===== src/rtl/tybec_leaf_pkg.sv =====
// Shared constants and helpers for the elastic leaf arithmetic blocks.
package tybec_leaf_pkg;

  localparam int unsigned OPM_STREAM = 0;
  localparam int unsigned OPM_CONST  = 1;

  // Bits needed to hold a count in the range 0..n inclusive.
  function automatic int unsigned cnt_width(input int unsigned n);
    return $clog2(n + 1);
  endfunction

endpackage


===== src/rtl/leaf_sync_fifo.sv =====
// First-word-fall-through synchronous FIFO with modulo-DEPTH pointers.
module leaf_sync_fifo
  import tybec_leaf_pkg::*;
#(
  parameter int unsigned WIDTH = 34,
  parameter int unsigned DEPTH = 5
) (
  input  logic                         clk,
  input  logic                         rst,
  input  logic                         push,
  input  logic [WIDTH-1:0]             din,
  input  logic                         pop,
  output logic [WIDTH-1:0]             dout,
  output logic                         empty,
  output logic [cnt_width(DEPTH)-1:0]  count
);

  localparam int unsigned PW = (DEPTH > 1) ? $clog2(DEPTH) : 1;
  localparam int unsigned CW = cnt_width(DEPTH);

  logic [WIDTH-1:0] mem [DEPTH];
  logic [PW-1:0]    wptr;
  logic [PW-1:0]    rptr;
  logic             full;
  logic             do_push;
  logic             do_pop;

  function automatic logic [PW-1:0] bump(input logic [PW-1:0] p);
    return (p == PW'(DEPTH - 1)) ? '0 : p + PW'(1);
  endfunction

  assign empty   = (count == '0);
  assign full    = (count == CW'(DEPTH));
  assign do_push = push & ~full;
  assign do_pop  = pop & ~empty;
  // Empty FIFO presents zero so the output is clean straight after reset.
  assign dout    = empty ? '0 : mem[rptr];

  always_ff @(posedge clk) begin
    if (do_push) mem[wptr] <= din;
  end

  always_ff @(posedge clk) begin
    if (!rst) begin
      wptr  <= '0;
      rptr  <= '0;
      count <= '0;
    end else begin
      if (do_push) wptr <= bump(wptr);
      if (do_pop)  rptr <= bump(rptr);
      count <= count + CW'(do_push) - CW'(do_pop);
    end
  end

endmodule


===== src/rtl/leaf_mul_elastic.sv =====
// Elastic multiplier leaf: free-running LAT-stage pipeline feeding a credit-guarded FWFT FIFO.
module leaf_mul_elastic
  import tybec_leaf_pkg::*;
#(
  parameter int unsigned        STREAMW   = 34,
  parameter int unsigned        OPMODE    = OPM_CONST,
  parameter logic [STREAMW-1:0] CONST_VAL = STREAMW'(34'h0_0000_0003),
  parameter int unsigned        LAT       = 3,
  parameter int unsigned        DEPTH     = LAT + 2
) (
  input  logic               clk,
  input  logic               rst,
  input  logic               ivalid_in1,
  input  logic [STREAMW-1:0] in1,
  input  logic               ivalid_in2,
  input  logic [STREAMW-1:0] in2,
  output logic               iready,
  output logic               ovalid,
  output logic [STREAMW-1:0] out1,
  input  logic               oready
);

  localparam int unsigned CW = cnt_width(DEPTH);
  localparam int unsigned SW = CW + 1;

  logic               in_valid;
  logic               accept;
  logic               wr;
  logic               pop;
  logic               empty;
  logic [STREAMW-1:0] op2;
  logic [STREAMW-1:0] prod;
  logic [STREAMW-1:0] pipe [LAT];
  logic [LAT-1:0]     tok;
  logic [CW-1:0]      inflight;
  logic [CW-1:0]      occ;
  logic [SW-1:0]      load_next;

  always_comb begin
    if (OPMODE == OPM_CONST) begin
      in_valid = ivalid_in1;
      op2      = CONST_VAL;
    end else begin
      in_valid = ivalid_in1 & ivalid_in2;
      op2      = in2;
    end
  end

  assign accept = in_valid & iready;
  assign wr     = tok[LAT-1];
  assign ovalid = ~empty;
  assign pop    = ovalid & oready;
  // Low STREAMW bits of a two's-complement product equal the unsigned product truncated.
  assign prod   = in1 * op2;

  // FIFO write cancels in the sum: occ' + inflight' = occ + inflight + accept - pop.
  assign load_next = SW'(occ) + SW'(inflight) + SW'(accept) - SW'(pop);

  always_ff @(posedge clk) begin
    pipe[0] <= prod;
    for (int unsigned i = 1; i < LAT; i++) pipe[i] <= pipe[i-1];
  end

  always_ff @(posedge clk) begin
    if (!rst) begin
      tok      <= '0;
      inflight <= '0;
      iready   <= 1'b0;
    end else begin
      tok[0] <= accept;
      for (int unsigned i = 1; i < LAT; i++) tok[i] <= tok[i-1];
      if (accept && !wr)      inflight <= inflight + CW'(1);
      else if (!accept && wr) inflight <= inflight - CW'(1);
      iready <= (load_next < SW'(DEPTH));
    end
  end

  leaf_sync_fifo #(
    .WIDTH (STREAMW),
    .DEPTH (DEPTH)
  ) u_fifo (
    .clk   (clk),
    .rst   (rst),
    .push  (wr),
    .din   (pipe[LAT-1]),
    .pop   (pop),
    .dout  (out1),
    .empty (empty),
    .count (occ)
  );

endmodule


===== config.mk =====
export PLATFORM = sky130hd
export DESIGN_NAME = leaf_mul_elastic
export DESIGN_NICKNAME = d
export VERILOG_FILES = /design/src/rtl/tybec_leaf_pkg.sv /design/src/rtl/leaf_sync_fifo.sv /design/src/rtl/leaf_mul_elastic.sv
export SDC_FILE = /design/constraint.sdc
export NUM_CORES = 1
export LEC_CHECK = 0
export BUFFER_PORTS_ARGS = -buffer_cell sky130_fd_sc_hd__clkbuf_2
export CORE_AREA = 2 2 182 184
export DETAILED_ROUTE_END_ITERATION = 16
export DIE_AREA = 0 0 184 186
export PLACE_DENSITY = 0.64
export SKIP_CTS_REPAIR_TIMING = 1
export SYNTH_ARGS = -nofsm -noshare
export SYNTH_HDL_FRONTEND = slang
export SYNTH_SLANG_ARGS = --single-unit

===== constraint.sdc =====
create_clock -name clk -period 4.4 [get_ports clk]
set_input_delay 0.88 -clock clk [delete_from_list [all_inputs] [get_ports clk]]
set_output_delay 0.88 -clock clk [all_outputs]
set_load 0.01 [all_outputs]

==> key figures <==
Routing
  – DRC viols: 0
  – Vias after detailed routing: 5,810
  – Wirelength, routed: between 15,000 and 20,000 µm
  – DRT Pass-1 Iters: 4
  – Drt via density: 4.697
  – Post-route antenna net violation count: 0
  – 1st-iter DRT viols: roughly 390
  – Drt wl/cell: 16.03 µm

Placement
  – GPL Wtd Cong: roughly 0.77
  – DP HPWL: about 13,000 µm
  – Cells after DPL: around 1,200
  – IO Port Bufs: between 70 and 80

Power and ir drop
  – Switching Share: 0.2587
  – Sw Pwr: 0.001765 W
  – Internal: 0.005056 W
  – Power share of the combinational group: 0.180
  – Sequential group share of total power: 0.496
  – P per Cell Area: 529.4 mW/mm²
  – Clock share of power: 0.324
  – Peak VDD IR: 293.0 µV
  – Total Power: 0.006821 W
  – Leak Pwr: between 4 and 5 nW

Layout
  – Area growth from synthesis to layout: 16.15%
  – Layout Nets: 931
  – Flip-flop and latch area: 0.007530 mm²
  – Fill count: slightly below 3,000
  – Final Instance Count excl. Fillers: about 1,200
  – Fraction of layout cells with a size suffix above 1: 0.2123
  – N_diodes: 0
  – Finished Core Util: 0.4001
  – Commonest cells after routing, fill and taps aside: edfxtp_1 (170), dfxtp_1 (119), clkbuf_2 (73)
  – Commonest non-fill, non-tap cell in the layout: edfxtp_1
  – Footprint of the multi-input gates: roughly 0.0034 mm²

Clock network
  – Total CTS buffers: 26
  – Clock Root Buffer: clkbuf_16
  – CTS tree: yes
  – H-tree depth: 1
  – Clk sink count: 291
  – Clock slew at reported path FFs: approximately 0.060 ns
  – Worst-Skew Late Latency: 0.51 ns
  – Clk buf depth: 3

GRT
  – Global route overflow: 0
  – Vias in the first global route: 5,983
  – Largest net degree at the start of global routing: 35
  – GRT Util Overall: 0.1164
  – First-pass GRT wire length: 31,460 µm
  – Initial antenna violation count: 0

Timing
  – Setup violations, final: 0
  – Fmax: 290.4 MHz
  – Clock skew: 0.01497 ns
  – Final Hold Viols: 0
  – Post-layout min period: ~3.4 ns
  – Period utilization: 0.7825
  – Worst-margin pin slew: 0.9796 ns
  – Final hold slack: 0.3208 ns
  – Unrepaired setup endpoints after global routing: false
  – Final Max Slew Viols: 0
  – Rel. slew slack: 0.3470

Floorplan
  – Initial core utilization: 0.3444
  – Core area: approximately 0.032 mm²
  – Die Y: 186 µm
  – Rows: 66
  – Die Wd: 184 µm
  – Die area: 0.03422 mm²
  – Ports: 109

Logic synthesis
  – Synthesized cell area: 0.01109 mm²
  – Register bit count reported by yosys: 291
  – EDFF count, synth: 170
  – Syn avg cell area: around 15 µm²
  – Syn_nets: 839
  – Share of flip-flops with an asynchronous set or reset: 0
  – Gate Count Post-Synth: roughly 700
  – Top FF cell, synth: edfxtp_1
  – Synth cell types: 50
  – Seq/Total Area, Yosys: 0.6785
  – YS warnings: 0

Status
  – Status: finished clean

Job
  – Max-cap violations: 0

Critical path
  – Worst setup path endpoint: out1[11]
  – Critical path required time: 3.52 ns
  – Critical Path End Type: output pin
  – Reg-to-reg slack, setup: 1.77 ns
  – Worst setup SP type: flop
  – Worst r2r path cells: 12
  – CP Class: flop to output pin
  – RR Startpoint: u_fifo.count[1]
  – Max FO, Critical Path: 19
  – Critical Path AT: 2.56 ns
  – R2r endpoint: iready

Hold path
  – HP Class: flop to flop
routing by layer:
metal / vias up / GRT usage / wire length [µm]
met5: - / 0 / 0
met4: 0 / 0.02656 / 260
met3: 19 / 0.02407 / 884
met2: 96 / 0.2113 / 9890
met1: 2820 / 0.1420 / 8790
li1: 2875 / - / -
synthesized netlist by cell type (2+ instances only):
master	instances	area (µm²)
edfxtp_1	170	5105
xor2_1	14	122.6
clkbuf_1	12	45.04
a211oi_1	7	52.55
nor4_1	2	12.51
mux2i_1	35	350.3
nor2b_1	7	43.79
o31ai_1	2	15.01
o211ai_1	3	22.52
nor3_1	3	15.01
a31o_2	3	26.28
dfxtp_1	121	2422
and3_1	5	31.28
a21boi_0	7	52.55
a21oi_2	2	17.52
nand3_1	8	40.04
mux4_2	34	765.7
or3_1	2	12.51
a21o_1	18	135.1
nor2_1	50	187.7
o21bai_1	4	30.03
ha_1	44	550.5
and2_1	7	43.79
nand2_1	19	71.32
buf_1	6	22.52
fa_1	5	100.1
xnor2_1	24	210.2
a21oi_1	33	165.2
inv_1	25	93.84
o21ai_0	19	95.09
o21a_1	3	22.52
and4_1	2	17.52
nand3b_1	2	15.01
nand4_1	3	18.77
logic make-up (layout without fill, tap and decap cells):
| logic type | after synthesis | after routing | synth area share |
|---|---|---|---|
| flip-flops | 291 | 291 | 0.6785 |
| AO/OA/AOI/OAI | 111 | 111 | 0.06677 |
| buffers and inverters | 44 | 156 | 0.01523 |
| XOR/XNOR | 38 | 38 | 0.03000 |
| multiplexers | 69 | 69 | 0.1006 |
| adder cells (fa/ha/maj) | 49 | 49 | 0.05865 |
| AND/OR/NAND/NOR | 115 | 115 | 0.05019 |
through the flow:
step / cell area (µm²) / setup WS [ns] / setup TNS (ns)
2_1_floorplan: 11100 / -0.02011 / -1.368
3_3_place_gp: 12020 / 0.8092 / 0
3_5_place_dp: 12020 / 0.7556 / 0
4_1_cts: 12880 / 0.8326 / 0
5_1_grt: 12880 / 0.7677 / 0
6_report: 12880 / 0.9569 / 0
worst max-delay path, cell delays in order (launching register included):
cell	delay [ns]
dfxtp_2	0.74
buf_12	0.29
mux4_2	0.53
mux2i_1	0.27
nor2_1	0.07
clkbuf_2	0.14
sequential cells by signal, summed over array words and instances (netlist names), named ones only:
signal	flops
u_fifo.mem	170
u_fifo.count	3
u_fifo.wptr	3
iready	1
u_fifo.rptr	3
inflight	3
tok	3
pipe	102
power groups by stage:
stage                     combinational, W  clock (W)  sequential, W
after floorplan                   0.000879          0        0.00335
after global placement             0.00125          0        0.00343
after detailed placement           0.00126          0        0.00345
after CTS                          0.00126    0.00226        0.00339
after global routing               0.00139    0.00236        0.00342
final                              0.00123    0.00221        0.00338
worst min-delay path by stage:
stage	from	to	cells past startpoint
after floorplan	pipe[0][66]	pipe[0][100]	0
after global routing	pipe[0][10]	pipe[0][44]	0
after global placement	pipe[0][10]	pipe[0][44]	0
after detailed placement	pipe[0][44]	pipe[0][78]	0
after CTS	pipe[0][12]	pipe[0][46]	0
final	pipe[0][12]	pipe[0][46]	0
layout make-up:
| type | instances | share of cell area |
|---|---|---|
| clock inverter | 7 | 0.003302 |
| inverter | 25 | 0.007283 |
| timing repair buffer | 83 | 0.03515 |
| tap | 408 | 0.03962 |
| clock buffer | 41 | 0.06370 |
| multi-input combinational | 382 | 0.2666 |
| sequential | 291 | 0.5844 |
(Power assumes the default switching activity.)
